File: src/rtl/ov7670_capture_ctrl_pkg.sv
// Shared types and constants for the OV7670 capture front-end.
package ov7670_cap_pkg;

  // Capture FSM states, also exported on the debug port of the top.
  typedef enum logic [1:0] {
    IDLE    = 2'd0,
    WAIT_VS = 2'd1,
    ACTIVE  = 2'd2,
    END     = 2'd3
  } cap_state_t;

  // The camera sends every pixel as two bytes, high byte first.
  localparam int BYTES_PER_PIX = 2;

  // BT.601-style luma weights scaled by 256.
  localparam logic [15:0] LUMA_R = 16'd77;
  localparam logic [15:0] LUMA_G = 16'd150;
  localparam logic [15:0] LUMA_B = 16'd29;

  // Expands RGB565 to 8 bits per channel by bit replication and returns
  // the weighted sum divided by 256. The sum never exceeds 16 bits.
  function automatic logic [7:0] luma8(input logic [15:0] rgb);
    logic [7:0]  r8;
    logic [7:0]  g8;
    logic [7:0]  b8;
    logic [15:0] sum;
    r8  = {rgb[15:11], rgb[15:13]};
    g8  = {rgb[10:5], rgb[10:9]};
    b8  = {rgb[4:0], rgb[4:2]};
    sum = LUMA_R * {8'h00, r8} + LUMA_G * {8'h00, g8} + LUMA_B * {8'h00, b8};
    return sum[15:8];
  endfunction

endpackage

File: src/rtl/ov7670_capture_ctrl_if.sv
// Frame-buffer write port between the capture controller and the RAM.
// Handshake: we is a one-cycle strobe qualifying wAddr/wData in that same
// cycle; there is no ready/backpressure, the RAM accepts every write.
interface ov7670_capture_ctrl_if #(
  parameter int ADDR_W = 17
);
  logic              we;
  logic [ADDR_W-1:0] wAddr;
  logic [15:0]       wData;

  modport master (output we, wAddr, wData);
  modport slave  (input  we, wAddr, wData);
endinterface

File: src/rtl/ov7670_capture_ctrl_gray.sv
// One-stage output register: converts RGB565 to Gray8 when gray_mode is set,
// otherwise passes the pixel through with the same one-cycle delay.
module rgb565_to_gray
  import ov7670_cap_pkg::*;
#(
  parameter int ADDR_W = 17
) (
  input  logic              pclk,
  input  logic              reset_n,
  input  logic              gray_mode,
  input  logic              in_valid,
  input  logic [ADDR_W-1:0] in_addr,
  input  logic [15:0]       in_pix,
  output logic              out_valid,
  output logic [ADDR_W-1:0] out_addr,
  output logic [15:0]       out_data
);

  // Register strobe, address and (optionally converted) pixel together.
  always_ff @(posedge pclk or negedge reset_n) begin
    if (!reset_n) begin
      out_valid <= 1'b0;
      out_addr  <= '0;
      out_data  <= '0;
    end else begin
      out_valid <= in_valid;
      out_addr  <= in_addr;
      out_data  <= gray_mode ? {8'h00, luma8(in_pix)} : in_pix;
    end
  end

endmodule

File: src/rtl/ov7670_capture_ctrl.sv
// OV7670 capture front-end: frames href/v_sync byte pairs into pixels and
// writes them to a (optionally ping-pong) frame buffer, with line/frame
// length checking and frame-done signalling.
module ov7670_capture_ctrl
  import ov7670_cap_pkg::*;
#(
  parameter int H_RES  = 320,
  parameter int V_RES  = 240,
  parameter int BANKS  = 1,
  parameter int ADDR_W = 17
) (
  input  logic       pclk,
  input  logic       reset_n,
  input  logic       cap_en,
  input  logic       single_shot,
  input  logic       gray_mode,
  input  logic       href,
  input  logic       v_sync,
  input  logic [7:0] ov7670_data,
  ov7670_capture_ctrl_if.master wr_if,
  output logic       wr_bank,
  output logic       rd_bank,
  output logic       frame_done,
  output logic [7:0] frame_cnt,
  output logic       err_line_len,
  output logic       err_frame_len,
  output logic       busy,
  output cap_state_t state_dbg
);

  localparam logic [15:0]       LINE_BYTES  = 16'(BYTES_PER_PIX * H_RES);
  localparam logic [15:0]       H_LIM       = 16'(H_RES);
  localparam logic [9:0]        V_LIM       = 10'(V_RES);
  localparam logic [ADDR_W-1:0] BANK_STRIDE = ADDR_W'(H_RES * V_RES);

  cap_state_t        state;
  logic              shot_done;
  logic              gray_lat;

  logic              href_r, href_rr, vs_r, vs_rr;
  logic [7:0]        data_r;
  logic              href_rise, href_fall, vs_rise, vs_fall;
  logic              enter_active;

  logic [15:0]       byte_cnt;
  logic [9:0]        line_cnt;
  logic [7:0]        hi_byte;
  logic [15:0]       byte_idx;
  logic [15:0]       byte_next;
  logic [15:0]       pix_idx;
  logic [9:0]        line_inc;
  logic              pix_in_frame;
  logic              frame_good;
  logic [ADDR_W-1:0] wr_addr_c;

  logic              pix_valid;
  logic [ADDR_W-1:0] pix_addr;
  logic [15:0]       pix_data;

  assign state_dbg = state;

  // Register the camera pins; all edge detection works on these copies.
  // v_sync resets low so that a capture can only start on a genuine fall.
  always_ff @(posedge pclk or negedge reset_n) begin
    if (!reset_n) begin
      href_r  <= 1'b0;
      href_rr <= 1'b0;
      vs_r    <= 1'b0;
      vs_rr   <= 1'b0;
      data_r  <= '0;
    end else begin
      href_r  <= href;
      href_rr <= href_r;
      vs_r    <= v_sync;
      vs_rr   <= vs_r;
      data_r  <= ov7670_data;
    end
  end

  assign href_rise    = href_r & ~href_rr;
  assign href_fall    = ~href_r & href_rr;
  assign vs_rise      = vs_r & ~vs_rr;
  assign vs_fall      = ~vs_r & vs_rr;
  assign enter_active = (state == WAIT_VS) && vs_fall;

  // Byte position within the line, pixel position and its frame-buffer address.
  always_comb begin
    byte_idx     = href_rise ? 16'd0 : byte_cnt;
    byte_next    = (byte_idx == 16'hFFFF) ? byte_idx : byte_idx + 16'd1;
    pix_idx      = byte_idx >> 1;
    line_inc     = (line_cnt == 10'd1023) ? line_cnt : line_cnt + 10'd1;
    pix_in_frame = (pix_idx < H_LIM) && (line_cnt < V_LIM);
    frame_good   = (line_cnt == V_LIM) && !err_line_len;
    wr_addr_c    = (wr_bank ? BANK_STRIDE : '0)
                 + ADDR_W'(line_cnt) * ADDR_W'(H_RES)
                 + ADDR_W'(pix_idx);
  end

  // Line datapath: byte pairing, clipping, line counting and line-length check.
  always_ff @(posedge pclk or negedge reset_n) begin
    if (!reset_n) begin
      byte_cnt     <= '0;
      line_cnt     <= '0;
      hi_byte      <= '0;
      err_line_len <= 1'b0;
      pix_valid    <= 1'b0;
      pix_addr     <= '0;
      pix_data     <= '0;
    end else begin
      pix_valid <= 1'b0;
      if (enter_active) begin
        byte_cnt     <= '0;
        line_cnt     <= '0;
        err_line_len <= 1'b0;
      end else if (state == ACTIVE) begin
        if (vs_rise) begin
          // Frame ends with a line still open: close it, drop any half pixel.
          if (href_rr) begin
            if (byte_cnt != LINE_BYTES) err_line_len <= 1'b1;
            line_cnt <= line_inc;
          end
        end else begin
          if (href_r) begin
            byte_cnt <= byte_next;
            if (!byte_idx[0]) begin
              hi_byte <= data_r;
            end else if (pix_in_frame) begin
              pix_valid <= 1'b1;
              pix_addr  <= wr_addr_c;
              pix_data  <= {hi_byte, data_r};
            end
          end
          if (href_fall) begin
            if (byte_cnt != LINE_BYTES) err_line_len <= 1'b1;
            line_cnt <= line_inc;
          end
        end
      end
    end
  end

  // Capture FSM with registered status outputs and bank bookkeeping.
  always_ff @(posedge pclk or negedge reset_n) begin
    if (!reset_n) begin
      state         <= IDLE;
      shot_done     <= 1'b0;
      gray_lat      <= 1'b0;
      busy          <= 1'b0;
      frame_done    <= 1'b0;
      frame_cnt     <= '0;
      wr_bank       <= 1'b0;
      rd_bank       <= 1'b0;
      err_frame_len <= 1'b0;
    end else begin
      frame_done <= 1'b0;
      // A finished single shot re-arms only once it is released.
      if (!cap_en || !single_shot) shot_done <= 1'b0;
      case (state)
        IDLE: begin
          if (cap_en && !shot_done) begin
            state <= WAIT_VS;
            busy  <= 1'b1;
          end
        end
        WAIT_VS: begin
          if (vs_fall) begin
            state         <= ACTIVE;
            gray_lat      <= gray_mode;
            err_frame_len <= 1'b0;
          end
        end
        ACTIVE: begin
          if (vs_rise) begin
            state <= END;
            busy  <= 1'b0;
          end
        end
        END: begin
          frame_done <= 1'b1;
          if (frame_good) begin
            frame_cnt <= frame_cnt + 8'd1;
            if (BANKS == 2) begin
              rd_bank <= wr_bank;
              wr_bank <= ~wr_bank;
            end
          end
          if (line_cnt != V_LIM) err_frame_len <= 1'b1;
          if ((single_shot && frame_good) || !cap_en) begin
            state     <= IDLE;
            busy      <= 1'b0;
            shot_done <= single_shot && frame_good && cap_en;
          end else begin
            state <= WAIT_VS;
            busy  <= 1'b1;
          end
        end
        default: begin
          state <= IDLE;
          busy  <= 1'b0;
        end
      endcase
    end
  end

  logic              out_valid;
  logic [ADDR_W-1:0] out_addr;
  logic [15:0]       out_data;

  rgb565_to_gray #(.ADDR_W(ADDR_W)) u_gray (
    .pclk      (pclk),
    .reset_n   (reset_n),
    .gray_mode (gray_lat),
    .in_valid  (pix_valid),
    .in_addr   (pix_addr),
    .in_pix    (pix_data),
    .out_valid (out_valid),
    .out_addr  (out_addr),
    .out_data  (out_data)
  );

  assign wr_if.we    = out_valid;
  assign wr_if.wAddr = out_addr;
  assign wr_if.wData = out_data;

endmodule

File: src/flat_wrapper.sv
// flat-port wrapper written by rule: the top's interface ports become plain ports
module ov7670_capture_ctrl_flat import ov7670_cap_pkg::*;
#(
  parameter int H_RES  = 320,
  parameter int V_RES  = 240,
  parameter int BANKS  = 1,
  parameter int ADDR_W = 17
)
  (pclk, reset_n, cap_en, single_shot, gray_mode, href, v_sync, ov7670_data, wr_bank, rd_bank, frame_done, frame_cnt, err_line_len, err_frame_len, busy, state_dbg, wr_if_we, wr_if_wAddr, wr_if_wData);
  ov7670_capture_ctrl_if #(.ADDR_W(ADDR_W)) wr_if_i ();
  input  logic pclk;
  input  logic reset_n;
  input  logic cap_en;
  input  logic single_shot;
  input  logic gray_mode;
  input  logic href;
  input  logic v_sync;
  input  logic [7:0] ov7670_data;
  output logic wr_bank;
  output logic rd_bank;
  output logic frame_done;
  output logic [7:0] frame_cnt;
  output logic err_line_len;
  output logic err_frame_len;
  output logic busy;
  output cap_state_t state_dbg;
  output wire logic [$bits(wr_if_i.we)-1:0] wr_if_we;
  output wire logic [$bits(wr_if_i.wAddr)-1:0] wr_if_wAddr;
  output wire logic [$bits(wr_if_i.wData)-1:0] wr_if_wData;
  assign wr_if_we = wr_if_i.we;
  assign wr_if_wAddr = wr_if_i.wAddr;
  assign wr_if_wData = wr_if_i.wData;
  ov7670_capture_ctrl #(.H_RES(H_RES), .V_RES(V_RES), .BANKS(BANKS), .ADDR_W(ADDR_W)) u_core (.pclk(pclk), .reset_n(reset_n), .cap_en(cap_en), .single_shot(single_shot), .gray_mode(gray_mode), .href(href), .v_sync(v_sync), .ov7670_data(ov7670_data), .wr_if(wr_if_i), .wr_bank(wr_bank), .rd_bank(rd_bank), .frame_done(frame_done), .frame_cnt(frame_cnt), .err_line_len(err_line_len), .err_frame_len(err_frame_len), .busy(busy), .state_dbg(state_dbg));
endmodule
File: config.mk
export PLATFORM = sky130hd
export DESIGN_NAME = ov7670_capture_ctrl_flat
export DESIGN_NICKNAME = d
export VERILOG_FILES = /design/src/rtl/ov7670_capture_ctrl_pkg.sv /design/src/rtl/ov7670_capture_ctrl_if.sv /design/src/rtl/ov7670_capture_ctrl_gray.sv /design/src/rtl/ov7670_capture_ctrl.sv /design/src/flat_wrapper.sv
export SDC_FILE = /design/constraint.sdc
export NUM_CORES = 1
export LEC_CHECK = 0
export ABC_AREA = 1
export CAP_MARGIN = 20
export CORE_ASPECT_RATIO = 0.5
export CORE_MARGIN = 5
export CORE_UTILIZATION = 61
export CTS_CLUSTER_SIZE = 8
export DETAILED_ROUTE_END_ITERATION = 7
export HOLD_SLACK_MARGIN = 0.15
export PLACE_DENSITY = 0.82
export SYNTH_ARGS = -nofsm -noshare
export SYNTH_HDL_FRONTEND = slang
export SYNTH_SLANG_ARGS = --single-unit
File: constraint.sdc
create_clock -name pclk -period 7.5 [get_ports pclk]
set_clock_uncertainty 0.15 [all_clocks]
set_input_delay 1.125 -clock pclk [delete_from_list [all_inputs] [get_ports pclk]]
set_output_delay 1.125 -clock pclk [all_outputs]
set_load 0.01 [all_outputs]
==> results.py, run 1 <==
metrics = {
    "global_route": {
        "track_usage_pct": 25.7,
        "grt_pass1_wl_um": 38800,
        "grt_pass1_vias": 8211,
        "gr-total-overflow": 0,
        "antenna_found_initial": 0,
        "grt_max_degree": 75,
    },
    "critical_path": {
        "cp-end-kind": "register",
        "worstPathRequired_ns": 7.67,
        "worstSetupPathType": "register to register",
        "crit-reg2reg-launch": "u_core.pix_data[9]",
        "path_max_fanout": 8,
        "critPathArrivalTime_ns": 6.69,
        "reg2reg_to": "u_core.u_gray.out_data[6]",
        "reg2reg_depth": 24,
        "r2r_setup_slack_ns": 0.98,
        "cp-start-kind": "register",
    },
    "floorplanning": {
        "io_pins": 65,
        "core-area_um2": 15500,
        "initial_utilization_pct": 62.4,
        "die_h_um": 98.9,
        "die_width_um": 188,
        "die_area_um2": 18600,
        "rows": 32,
    },
    "timing": {
        "fin_tns_setup_ns": 0,
        "worst_pin_slew_ns": 0.998,
        "final_max_slew_viol_count": 0,
        "grt_setup_unrepaired": "false",
        "maxSlewHeadroom_pct": 33.2,
        "fin_crit_sh_pct": 87.0,
        "hold_violations": 0,
        "finalSetupViolations": 0,
        "fmax_mhz": 153,
        "min_period_ns": 6.52,
    },
    "drt": {
        "wl_um": 22700,
        "num_vias": 7703,
        "drt-initial-drc-count": 551,
        "wire_per_inst_um": 16.2,
        "firstDrtPassIters": 5,
        "drcViolationCount": 0,
        "ant_nets": 0,
        "viasPerCell": 5.51,
    },
    "min_path": {
        "hold_end": "u_core.u_gray.out_valid",
        "hp-start": "u_core.pix_valid",
        "hold_class": "register to register",
        "worstHoldPathCells": 0,
    },
    "logic_synthesis": {
        "synthDistinctLibCells": 46,
        "synthArstFlopShare_pct": 100,
        "yosys.area.top_type_share_pct": 33.7,
        "synth_area_leaders": "dfrtp_1, ha_1, fa_1",
        "yosysTopAreaCell": "dfrtp_1",
        "yosysWarnings": 2,
        "syn_area_per_cell_um2": 8.64,
        "synth-main-ff-cell": "dfrtp_1",
        "synth_common_cells": "nand2_1, inv_1, dfrtp_1",
        "ys_ff_latch": 130,
        "seq_area_frac_synth_pct": 33.7,
        "yosysMostFrequentCell": "nand2_1",
        "syn_area_um2": 9650,
        "syn_inst": 1116,
        "synth_edf_count": 0,
    },
    "clock_network": {
        "cts_sinks": 130,
        "cts_setup_buffers": 0,
        "post_cts_resized": 0,
        "htree_levels": 4,
        "cts_buffers": 17,
        "path_clk_slew_ns": 0.07,
        "cts_buffer_depth": 2,
        "cts_root_buf": "clkbuf_16",
        "worstSkewPairLatency_ns": 0.43,
        "cts-hold-fix-buffers": 0,
        "cts_tree": "built",
    },
    "final_layout": {
        "syn_to_final_growth_pct": 14.1,
        "design_area_um2": 11000,
        "nets": 1368,
        "n_antenna_cell": 0,
        "final_core_util_pct": 71.2,
        "layout-drive-gt1-share_pct": 7.20,
    },
    "placement": {
        "place.gp.congestion": 0.932,
        "io_buffers": 62,
        "hpwl_um": 16400,
        "place_area_um2": 10400,
    },
    "run": {
        "max-cap-violations": 0,
    },
    "run_status": {
        "status": "complete, no violations",
    },
}
worst max path at each step:
stage                                   from                         to  slack (ns)  cells after the start
after CTS                 u_core.pix_data[9]  u_core.u_gray.out_data[6]        1.09                     24
after global routing      u_core.pix_data[9]  u_core.u_gray.out_data[7]        0.70                     26
after floorplan           u_core.pix_data[9]  u_core.u_gray.out_data[6]        1.59                     24
final                     u_core.pix_data[9]  u_core.u_gray.out_data[6]        0.98                     24
after detailed placement  u_core.pix_data[9]  u_core.u_gray.out_data[6]        1.11                     24
after global placement    u_core.pix_data[9]  u_core.u_gray.out_data[6]        1.37                     24
cells by family after synthesis:
kind of cell | Yosys count | share of synthesized area, %
other cells | 1 | 0.0389
flops | 130 | 33.7
compound gates | 111 | 6.65
xor+xnor | 33 | 3.00
fa+ha+maj | 172 | 26.6
simple gates | 451 | 20.7
buf+inv | 215 | 8.94
mux | 3 | 0.350
per-layer routing:
layer	wire [µm]	track usage [%]	share of wire (%)
met4	658	10.2	2.9
met1	9710	32.5	43
met5	0	0	0
met2	11300	44.7	50
met3	1060	4.32	4.7
per-stage QoR:
stage / instances / hold WS [ns] / setup WS [ns]
2_1_floorplan: 1117 / 0.181 / 1.59
3_3_place_gp: 1366 / 0.184 / 1.37
3_5_place_dp: 1366 / 0.187 / 1.11
4_1_cts: 1398 / 0.207 / 1.09
5_1_grt: 1398 / 0.222 / 0.701
6_report: 1398 / 0.207 / 0.978
registers in the layout (all words and copies together), names as in the netlist, 2 cells and up:
signal	flops
u_core.data_r	8
u_core.hi_byte	8
u_core.pix_data	16
u_core.pix_addr	17
u_core.u_gray.out_addr	17
u_core.state_dbg	2
u_core.byte_cnt	16
u_core.u_gray.out_data	16
u_core.line_cnt	10
u_core.frame_cnt	8
cell usage in the layout, fill, tap and decap left out, drive strengths merged, types with 5 or more instances in the layout:
master,count
ha,117
xnor2,14
o31ai,5
nand2,274
nor2,82
nand3b,5
nor3,7
a21oi,32
nand3,59
clkdlybuf4s50,61
o21ai,58
fa,55
dfrtp,130
inv,203
nand4,16
clkbuf,17
xor2,19
worst max-delay path, cell delays in order (launching register included):
cell and delay [ns]:
dfrtp_1 0.55, ha_1 0.32, ha_1 0.29, inv_1 0.06, fa_1 0.51, fa_1 0.52
inv_1 0.05, ha_1 0.36, nand2_1 0.10, nand2_1 0.08, a31oi_1 0.21, xnor2_1 0.15
ha_1 0.27, fa_1 0.51, inv_1 0.05, fa_1 0.47, fa_1 0.54, inv_1 0.04
ha_1 0.34, a21oi_1 0.21, o21ai_0 0.16, a21oi_1 0.21, nand3_1 0.11, nand3_1 0.09
nand2_1 0.07
area by class of cell:
cell class                      instances  area [µm²]
Multi-Input combinational cell        772        5540
Fill cell                            1134        4440
Sequential cell                       130        3250
Inverter                              197         742
Timing Repair Buffer                   63         629
Clock buffer                           17         425
Tap cell                              204         255
Clock inverter                         15         170
Power of run 1 is left out: the tool's default activity adds up to more than one toggle a clock period on the data nets, which glitch-free logic cannot reach.
==> run 2, diff against run 1 <==
--- a/config.mk
+++ b/config.mk
@@ -6,7 +6,7 @@
 export NUM_CORES = 1
 export LEC_CHECK = 0
 export ABC_AREA = 1
-export CAP_MARGIN = 20
+export CAP_MARGIN = 10
 export CORE_ASPECT_RATIO = 0.5
 export CORE_MARGIN = 5
 export CORE_UTILIZATION = 61
==> results of run 2 <==
The final DEF is identical to that of run 1; final timing and power are the same.
Power of run 2 is left out for the same reason.
